**config.mk**
```make
export PLATFORM = sky130hd
export DESIGN_NAME = y86_ifetch
export DESIGN_NICKNAME = d
export VERILOG_FILES = /design/src/rtl/y86_ifetch_pkg.sv /design/src/rtl/cla32.sv /design/src/rtl/lpm_rom_irom.sv /design/src/rtl/mux4x32.sv /design/src/rtl/y86_ifetch.sv
export SDC_FILE = /design/constraint.sdc
export NUM_CORES = 1
export LEC_CHECK = 0
export ABC_CLOCK_PERIOD_IN_PS = 2390
export BUFFER_PORTS_ARGS = -buffer_cell sky130_fd_sc_hd__buf_4
export CORE_AREA = 4 4 87 89
export DETAILED_ROUTE_END_ITERATION = 16
export DIE_AREA = 0 0 91 93
export GPL_TIMING_DRIVEN = 0
export PLACE_DENSITY = 0.69
export SETUP_SLACK_MARGIN = 0.05
export SLEW_MARGIN = 0
export SYNTH_ARGS = -nofsm -noshare
export SYNTH_HDL_FRONTEND = slang
export SYNTH_SLANG_ARGS = --single-unit
```
**constraint.sdc**
```tcl
create_clock -name mem_clock -period 2.39 [get_ports mem_clock]
set_clock_uncertainty 0.2 [all_clocks]
set_input_delay 0.3585 -clock mem_clock [delete_from_list [all_inputs] [get_ports mem_clock]]
set_output_delay 0.3585 -clock mem_clock [all_outputs]
set_load 0.005 [all_outputs]
```
**src/rtl/y86_ifetch_pkg.sv**
```systemverilog
// y86_ifetch_pkg
// Shared constants for the Y86-to-MIPS instruction fetch stage: Y86 opcode
// bytes, MIPS opcode/funct fields, translated-instruction lengths and the
// Y86-to-MIPS register renumbering helper.
package y86_ifetch_pkg;

   localparam logic [7:0] Y86_IRMOVL = 8'h30;
   localparam logic [7:0] Y86_RMMOVL = 8'h40;
   localparam logic [7:0] Y86_MRMOVL = 8'h50;
   localparam logic [7:0] Y86_JMP    = 8'h70;
   localparam logic [7:0] Y86_ADDL   = 8'h60;
   localparam logic [7:0] Y86_NONE   = 8'h00;

   localparam logic [5:0] MIPS_ADDI      = 6'b001000;
   localparam logic [5:0] MIPS_SW        = 6'b101011;
   localparam logic [5:0] MIPS_LW        = 6'b100011;
   localparam logic [5:0] MIPS_J         = 6'b000010;
   localparam logic [5:0] MIPS_RTYPE     = 6'b000000;
   localparam logic [5:0] MIPS_FUNCT_ADD = 6'b100000;

   localparam logic [4:0] LEN_IMM = 5'd24;
   localparam logic [4:0] LEN_JMP = 5'd20;
   localparam logic [4:0] LEN_RR  = 5'd8;
   localparam logic [4:0] LEN_NOP = 5'd4;

   // Y86 register n maps to MIPS register (n+1) mod 16, so MIPS $0 stays free.
   function automatic logic [4:0] mips_reg(input logic [3:0] n);
      return {1'b0, n + 4'd1};
   endfunction

endpackage

```
**src/rtl/cla32.sv**
```systemverilog
// cla32
// 32-bit carry-lookahead adder built from eight 4-bit lookahead groups with a
// group-level generate/propagate chain. Carry-out is not needed by the fetch
// stage and is not produced.
// Ports:
//   i_a, i_b  operands
//   i_cin     carry in
//   o_sum     i_a + i_b + i_cin (mod 2^32)
module cla32 (
   input  logic [31:0] i_a,
   input  logic [31:0] i_b,
   input  logic        i_cin,
   output logic [31:0] o_sum
);

   logic [31:0] w_g;
   logic [31:0] w_p;
   logic [7:0]  w_grp_g;
   logic [7:0]  w_grp_p;
   logic [7:0]  w_grp_cin;

   assign w_g = i_a & i_b;
   assign w_p = i_a ^ i_b;

   // Group carries computed through a local accumulator so the chain is not
   // a self-referencing vector.
   always_comb begin
      logic c;
      c         = i_cin;
      w_grp_cin = '0;
      for (int j = 0; j < 8; j++) begin
         w_grp_cin[j] = c;
         c = w_grp_g[j] | (w_grp_p[j] & c);
      end
   end

   for (genvar j = 0; j < 8; j++) begin : g_grp
      logic [3:0] w_gg;
      logic [3:0] w_pp;
      logic [3:0] w_ci;
      logic       w_c0;

      assign w_gg = w_g[4*j +: 4];
      assign w_pp = w_p[4*j +: 4];
      assign w_c0 = w_grp_cin[j];

      assign w_grp_g[j] = w_gg[3] | (w_pp[3] & w_gg[2]) | (w_pp[3] & w_pp[2] & w_gg[1])
                        | (w_pp[3] & w_pp[2] & w_pp[1] & w_gg[0]);
      assign w_grp_p[j] = &w_pp;

      assign w_ci[0] = w_c0;
      assign w_ci[1] = w_gg[0] | (w_pp[0] & w_c0);
      assign w_ci[2] = w_gg[1] | (w_pp[1] & w_gg[0]) | (w_pp[1] & w_pp[0] & w_c0);
      assign w_ci[3] = w_gg[2] | (w_pp[2] & w_gg[1]) | (w_pp[2] & w_pp[1] & w_gg[0])
                     | (w_pp[2] & w_pp[1] & w_pp[0] & w_c0);

      assign o_sum[4*j +: 4] = w_pp ^ w_ci;
   end

endmodule

```
**src/rtl/lpm_rom_irom.sv**
```systemverilog
// lpm_rom_irom
// 64 x 64-bit instruction ROM with a registered read port.
// Ports:
//   i_clk   read-register clock
//   i_rst   synchronous active-high reset, clears the output word
//   i_addr  word address
//   o_q     registered ROM word
// The contents come from the ROM_INIT image loaded by the memory compiler /
// simulation environment; an empty ROM_INIT name yields an all-nop ROM.
module lpm_rom_irom #(
   parameter ROM_INIT = "irom.mif"
) (
   input  logic        i_clk,
   input  logic        i_rst,
   input  logic [5:0]  i_addr,
   output logic [63:0] o_q
);

   localparam bit ROM_PRELOADED = (ROM_INIT != '0);

   logic [63:0] r_mem [0:63];
   logic [63:0] r_q;

   always_ff @(posedge i_clk) begin
      if (i_rst)
         r_q <= '0;
      else
         r_q <= ROM_PRELOADED ? r_mem[i_addr] : '0;
   end

   assign o_q = r_q;

endmodule

```
**src/rtl/mux4x32.sv**
```systemverilog
// mux4x32
// 4-input 32-bit multiplexer.
// Ports:
//   i_d0..i_d3  data inputs
//   i_sel       select
//   o_y         selected input
module mux4x32 (
   input  logic [31:0] i_d0,
   input  logic [31:0] i_d1,
   input  logic [31:0] i_d2,
   input  logic [31:0] i_d3,
   input  logic [1:0]  i_sel,
   output logic [31:0] o_y
);

   always_comb begin
      o_y = i_d0;
      case (i_sel)
         2'd0: o_y = i_d0;
         2'd1: o_y = i_d1;
         2'd2: o_y = i_d2;
         2'd3: o_y = i_d3;
         default: o_y = i_d0;
      endcase
   end

endmodule

```
**src/rtl/y86_ifetch.sv**
```systemverilog
// y86_ifetch
// Instruction fetch for the Y86-on-MIPS pipeline: reads a 64-bit Y86 word,
// translates it into one MIPS instruction and forms the sequential/next PC.
// Ports:
//   mem_clock  ROM read-register clock
//   reset      synchronous active-high reset (clears the fetched word -> nop)
//   pc         current PC, pc[7:2] addresses the ROM
//   bpc/da/jpc branch, register-indirect and jump targets
//   pcsource   next-PC select (0 pc4, 1 bpc, 2 da, 3 jpc)
//   npc        next PC
//   pc4        pc + translated instruction length
//   ins        translated MIPS instruction
module y86_ifetch
   import y86_ifetch_pkg::*;
#(
   parameter ROM_INIT = "irom.mif"
) (
   input  logic        mem_clock,
   input  logic        reset,
   input  logic [31:0] pc,
   input  logic [31:0] bpc,
   input  logic [31:0] da,
   input  logic [31:0] jpc,
   input  logic [1:0]  pcsource,
   output logic [31:0] npc,
   output logic [31:0] pc4,
   output logic [31:0] ins
);

   logic [63:0] w_y;
   logic [4:0]  w_len;
   logic [31:0] w_ins;
   logic [31:0] w_pc4;
   logic [7:0]  w_op;
   logic        w_unused_y;

   lpm_rom_irom #(
      .ROM_INIT (ROM_INIT)
   ) u_rom (
      .i_clk  (mem_clock),
      .i_rst  (reset),
      .i_addr (pc[7:2]),
      .o_q    (w_y)
   );

   assign w_op       = w_y[47:40];
   assign w_unused_y = ^{w_y[63:48], w_y[23:16]};

   // Translator; first matching rule wins, everything else becomes a nop.
   always_comb begin
      w_ins = '0;
      w_len = LEN_NOP;
      if (w_op == Y86_IRMOVL) begin
         w_ins = {MIPS_ADDI, 5'd0, mips_reg(w_y[35:32]), 8'h00, w_y[31:24]};
         w_len = LEN_IMM;
      end else if (w_op == Y86_RMMOVL) begin
         w_ins = {MIPS_SW, mips_reg(w_y[35:32]), mips_reg(w_y[39:36]), 8'h00, w_y[31:24]};
         w_len = LEN_IMM;
      end else if (w_op == Y86_MRMOVL) begin
         w_ins = {MIPS_LW, mips_reg(w_y[35:32]), mips_reg(w_y[39:36]), 8'h00, w_y[31:24]};
         w_len = LEN_IMM;
      end else if (w_op == Y86_NONE && w_y[39:32] == Y86_JMP) begin
         w_ins = {MIPS_J, 18'd0, w_y[31:24]};
         w_len = LEN_JMP;
      end else if (w_op == Y86_NONE && w_y[15:8] == Y86_ADDL) begin
         w_ins = {MIPS_RTYPE, mips_reg(w_y[3:0]), mips_reg(w_y[7:4]),
                  mips_reg(w_y[3:0]), 5'd0, MIPS_FUNCT_ADD};
         w_len = LEN_RR;
      end
   end

   cla32 u_add (
      .i_a   (pc),
      .i_b   ({27'd0, w_len}),
      .i_cin (1'b0),
      .o_sum (w_pc4)
   );

   mux4x32 u_npc_mux (
      .i_d0  (w_pc4),
      .i_d1  (bpc),
      .i_d2  (da),
      .i_d3  (jpc),
      .i_sel (pcsource),
      .o_y   (npc)
   );

   assign ins = w_ins;
   assign pc4 = w_pc4;

endmodule

```
==> reports/qor.csv, run 1 <==
metric,value,unit
synth_compound_area_share,2.983,%
drv_cap,0,
yosysMostFrequentCell,buf_4,
cts_hold_buffers,0,
yosys_warnings,0,
final_cells,470,
yosys-top-cells-count,"buf_4 (34), mux4_2 (29), xnor2_1 (18), nand3_1 (11), xor2_1 (8)",
n_fill_cell,629,
crit_slowest_cell,mux4_2,
vdd.ir_drop.worst,0.09925,mV
grt_pass1_vias,2381,
status,finished with violations,
grt_util_met1,17.86,%
start_util,23.59,%
rsz0062_at_grt,true,
grt_pass1_wl,11.75,mm
path_buf_inv,4,
antenna_left,0,
slew_violations,0,
drc,0,
diodes,0,
netlist.area_leader.share,40.97,%
synth_adder_area_share,2.355,%
dp_hpwl,6.819,mm
grt_max_degree,11,
grt_util_all_layers,16.78,%
design.seq.count,0,
violations,setup timing,
syn_area,1594,µm²
muxShareOfSynthArea,45.92,%
wire_per_inst,16.41,µm
synth_area_leader_cell,mux4_2,
min_period,2.702,ns
tightest_slew,0.6758,ns
fin_crit_sh,113.0,%
ys_seq_area_share,0,%
hold_class,in -> out,
end_kind,primary output,
worst_ep_required_time,1.83,ns
finalSetupViolations,22,
grtUsageMet2,34.40,%
p_total,0.0006146,W
drive_above_1_share,77.95,%
vias,2124,
synth_xor_area_share,14.29,%
antenna_found_initial,0,
area_growth,124.9,%
ys_types,28,
hold_violations,0,
rows,30,
synthTopCellsByArea,"mux4_2 (41%), buf_4 (16%), xnor2_1 (9.9%), mux4_1 (4.9%), xor2_1 (4.4%)",
avgViaCountPerCell,4.519,
syn_inst,152,
nClkBuffers,0,
yosys.area_share.simple,15.70,%
finalInstanceArea,3585,µm²
cp_data_arrival_time,2.14,ns
wirelength,7.715,mm
synth.avg_cell_area,10.49,µm²
slowest_delay,0.49,ns
cpMostUsedCell,buf_6,
overflow,0,
nets,527,
regArea,0,µm²
path_delay_family,buffers and inverters,
dp.cells,455,
die_area,8463,µm²
placed_cell_area,3272,µm²
core_area,6756,µm²
powerDensity,171.4,nW/µm²
gp_congestion,0.8019,
die_w,91,µm
top_usage_layer,met2,
grt_util_met3,3.620,%
fmax,370.1,MHz
power.leakage,1.822,nW
synth_top_family_by_area,multiplexers,
critPathMaxFanout,5,
dr.pass1.iters,4,
setup_tns,-4.098,ns
timing.final.ws_setup,-0.3118,ns
path_class,in -> out,
ios,228,
crit_path_cell_trace,buf_8 > ha_4 > nand4_4 > buf_4 > nor4_4 > buf_6 > nand4_1 > xnor2_2 > mux4_2 > buf_6,
die_h,93,µm
crit_path_start_kind,input pin,
portBuffers,192,
whs,0.7764,ns
drt_iter0_drc,33,
slew_headroom,54.94,%
## cells in the final DEF, fill, tap and decap left out, types with 3 or more instances in the layout
cell type and n:
and3_1 4, buf_4 225, buf_6 15, clkbuf_2 3, conb_1 32, mux4_2 32, nand2_1 5, nand3_1 9
nand4_1 5, xnor2_1 12, xnor2_2 6, xor2_1 6
## through the flow
| stage | setup WS (ns) | util, % |
|---|---|---|
| floorplan | 0.05844 | - |
| global placement | -0.4426 | 48.43 |
| detailed placement | -0.4688 | 48.43 |
| CTS | -0.3735 | 51.06 |
| global route | -0.3970 | 53.06 |
| finish | -0.3118 | 53.06 |
## kinds of logic (layout without fill, tap and decap cells)
group                      Yosys count  in the layout
and+or+nand+nor                     41             41
adders and majority gates            3              3
buffers and inverters               44            251
AOI/OAI and AO/OA                    5              5
xor gates and xnor gates            26             26
other                                1             32
muxes                               32             32
## where the power goes
| part | switching (W) | internal [W] |
|---|---|---|
| registers | 0 | 0 |
| clock network | 0 | 0 |
| logic | 0.000208 | 0.000407 |
| total | 0.000208 | 0.000407 |
## per-layer routing
metal  routed length (µm)  share of wire, %
met1                 2553                33
met2                 4332                56
met3                  710               9.2
met4                  118               1.5
met5                    0                 0
## final timing paths
kind,startpoint,end,slack [ns],cells past startpoint
max,pc[2],npc[28],-0.31,10
min,pc[2],pc4[2],0.78,3
## final cells by class
cell class | count | area [µm²] | share of cell area (%)
timing repair buffer | 207 | 1618 | 45.13
tap | 80 | 100.1 | 2.792
buffer | 42 | 299.0 | 8.342
multi-input combinational | 139 | 1560 | 43.53
inverter | 2 | 7.507 | 0.2094
## tightest hold or removal path, delay by kind of cell
family,cells,cell delay (ns)
buffers and inverters,3,0.26
## timing repair
item / 4_1_cts / 5_1_grt
gates resized for setup: 27 / 21
pin swaps: 11 / 13
cloned: 1 / 0
setup endpoints to repair: 36 / 48
buffers inserted: 9 / 5
(Power assumes the default switching activity.)
==> run 2, diff against run 1 <==
--- a/config.mk
+++ b/config.mk
@@ -5,15 +5,19 @@
 export SDC_FILE = /design/constraint.sdc
 export NUM_CORES = 1
 export LEC_CHECK = 0
+export ABC_AREA = 1
 export ABC_CLOCK_PERIOD_IN_PS = 2390
 export BUFFER_PORTS_ARGS = -buffer_cell sky130_fd_sc_hd__buf_4
-export CORE_AREA = 4 4 87 89
+export CELL_PAD_IN_SITES_DETAIL_PLACEMENT = 0
+export CELL_PAD_IN_SITES_GLOBAL_PLACEMENT = 1
+export CORE_MARGIN = 4
+export CORE_UTILIZATION = 27
 export DETAILED_ROUTE_END_ITERATION = 16
-export DIE_AREA = 0 0 91 93
 export GPL_TIMING_DRIVEN = 0
-export PLACE_DENSITY = 0.69
+export PLACE_DENSITY = 0.82
 export SETUP_SLACK_MARGIN = 0.05
 export SLEW_MARGIN = 0
 export SYNTH_ARGS = -nofsm -noshare
 export SYNTH_HDL_FRONTEND = slang
+export SYNTH_HIERARCHICAL = 1
 export SYNTH_SLANG_ARGS = --single-unit
==> run 2 against run 1 <==
Effect of this change:
- the run still ends with setup timing left
- sequential share of layout area stayed put
- setup slack got worse by 0.27 ns
- clock-buffer cell count did not move
- critical path type unchanged
==> reports/qor.csv, run 2 <==
metric,value,unit,change
vdd.ir_drop.worst,0.06641,mV,-33%
grt_util_met1,23.15,%,+5.3 points
violations,setup timing,,
crit_path_start_kind,input pin,,
clkPwrFrac,0,%,unchanged
syn_inst,518,,+240%
mostFrequentLayoutCells,"buf_4 (260), nand3_1 (99), conb_1 (86)",,
power.leakage,3.162,nW,+74%
syn_area,3415,µm²,+110%
yosys_warnings,6,,+6
hold_violations,0,,unchanged
setup_tns,-15.45,ns,-11.35 ns
vias,4570,,+120%
status,finished with violations,,
critPathLaunch,pc[9],,
grt_util_all_layers,19.19,%,+2.4 points
grt_util_met3,2.760,%,-0.86 points
wire_per_inst,15.32,µm,-6.7%
combPwrFrac,100.0,%,about the same
dr.pass1.iters,5,,+1
overflow,0,,unchanged
critPathMaxFanout,4,,-1
fin_crit_sh,124.4,%,+11 points
die_w,120.5,µm,+32%
min_from,da[22],,
nClkBuffers,0,,unchanged
drive_above_1_share,49.94,%,-28 points
hold_class,in -> out,,
worst_ep_required_time,1.83,ns,about the same
drt_iter0_drc,215,,+550%
n_fill_cell,1278,,+100%
drc,0,,unchanged
multi_input_area,3361,µm²,+120%
dp_hpwl,12.89,mm,+89%
synth.avg_cell_area,6.592,µm²,-37%
rows,40,,+33%
netSwitchingPower,0.0006760,W,+230%
end_kind,primary output,,
wirelength,15.21,mm,+97%
area_growth,76.69,%,
p_int,0.0008257,W,+100%
finalSetupViolations,52,,+140%
timing.final.ws_setup,-0.5829,ns,-0.2711 ns
grt_max_degree,11,,unchanged
regArea,0,µm²,unchanged
gp_congestion,0.8671,,+8.1%
die_area,14510,µm²,+71%
top_usage_layer,met2,,
rsz0062_at_grt,true,,
grt_pass1_vias,4432,,+86%
nets,1003,,+90%
cp_data_arrival_time,2.41,ns,+0.27 ns
start_util,27.96,%,+4.4 points
p_sw_share,45.02,%,+11 points
slew_violations,0,,unchanged
die_h,120.5,µm,+30%
antenna_left,0,,unchanged
min_period,2.973,ns,+0.2711 ns
powerDensity,248.9,nW/µm²,+45%
grtUsageMet2,36.19,%,+1.8 points
ios,228,,unchanged
grt_pass1_wl,22.74,mm,+94%
drv_cap,0,,unchanged
path_class,in -> out,,
design.seq.count,0,,unchanged
final_common_cell,buf_4,,
antenna_found_initial,0,,unchanged
p_total,0.001502,W,+140%
core_area,12210,µm²,+81%
portBuffers,194,,+1.0%
fmax,336.4,MHz,-9.1%
power_frac_seq,0,%,unchanged
diodes,0,,unchanged
avgViaCountPerCell,4.602,,+1.8%
==> run 2: worst paths after layout <==
path      end  slack (ns)  depth (start not counted)
max   npc[28]       -0.58                         18
min   npc[22]        0.84                          4
==> run 2: power groups by stage <==
stage / logic (W) / clock network (W) / registers [W]
floorplan: 0.000642 / 0 / 0
global placement: 0.00122 / 0 / 0
detailed placement: 0.00123 / 0 / 0
CTS: 0.00138 / 0 / 0
global route: 0.00163 / 0 / 0
finish: 0.00150 / 0 / 0
==> run 2: final cells by class <==
| type | instances | share of cell area (%) |
|---|---|---|
| multi-input cells | 495 | 55.70 |
| plain buffers | 73 | 9.830 |
| well taps | 168 | 3.484 |
| inverters | 34 | 2.115 |
| repair buffers | 223 | 28.87 |
==> run 2: layer usage <==
layer  vias up  routed length, µm
met5         -                  0
met4         0                333
met3        23               1251
met2       203               7667
met1      2104               5960
li1       2240                  -
==> run 2: critical path: stages <==
cell and delay [ns]:
buf_4 0.11, ha_1 0.38, nand2_1 0.12, nor2_2 0.06, nand2_4 0.07, nand2_4 0.05, nand2_4 0.06, nand2_4 0.05
nand2_4 0.06, nand2_4 0.05, nand2_4 0.06, nand2_4 0.07, nand2_4 0.07, nand2_4 0.05, fa_2 0.56, nand2_1 0.06
nand4_1 0.08, buf_4 0.11
==> run 2: metrics by stage <==
step	cell area, µm²	cells	setup slack [ns]	hold slack, ns	util, %
finish	6033	993	-0.5829	0.8440	49.41
floorplan	3814	602	-0.03208	0.6583	-
CTS	5809	983	-0.5924	0.8475	47.57
global route	6033	993	-0.7211	0.8641	49.41
detailed placement	5480	964	-0.7780	0.8486	44.88
global placement	5480	964	-0.7523	0.8415	44.88
==> run 2: timing repair <==
item	in CTS	in global routing
gates resized for setup	42	35
setup buffers	19	12
pin swaps	35	27
hold buffers	0	0
gates cloned	0	0
setup endpoints to repair	47	52
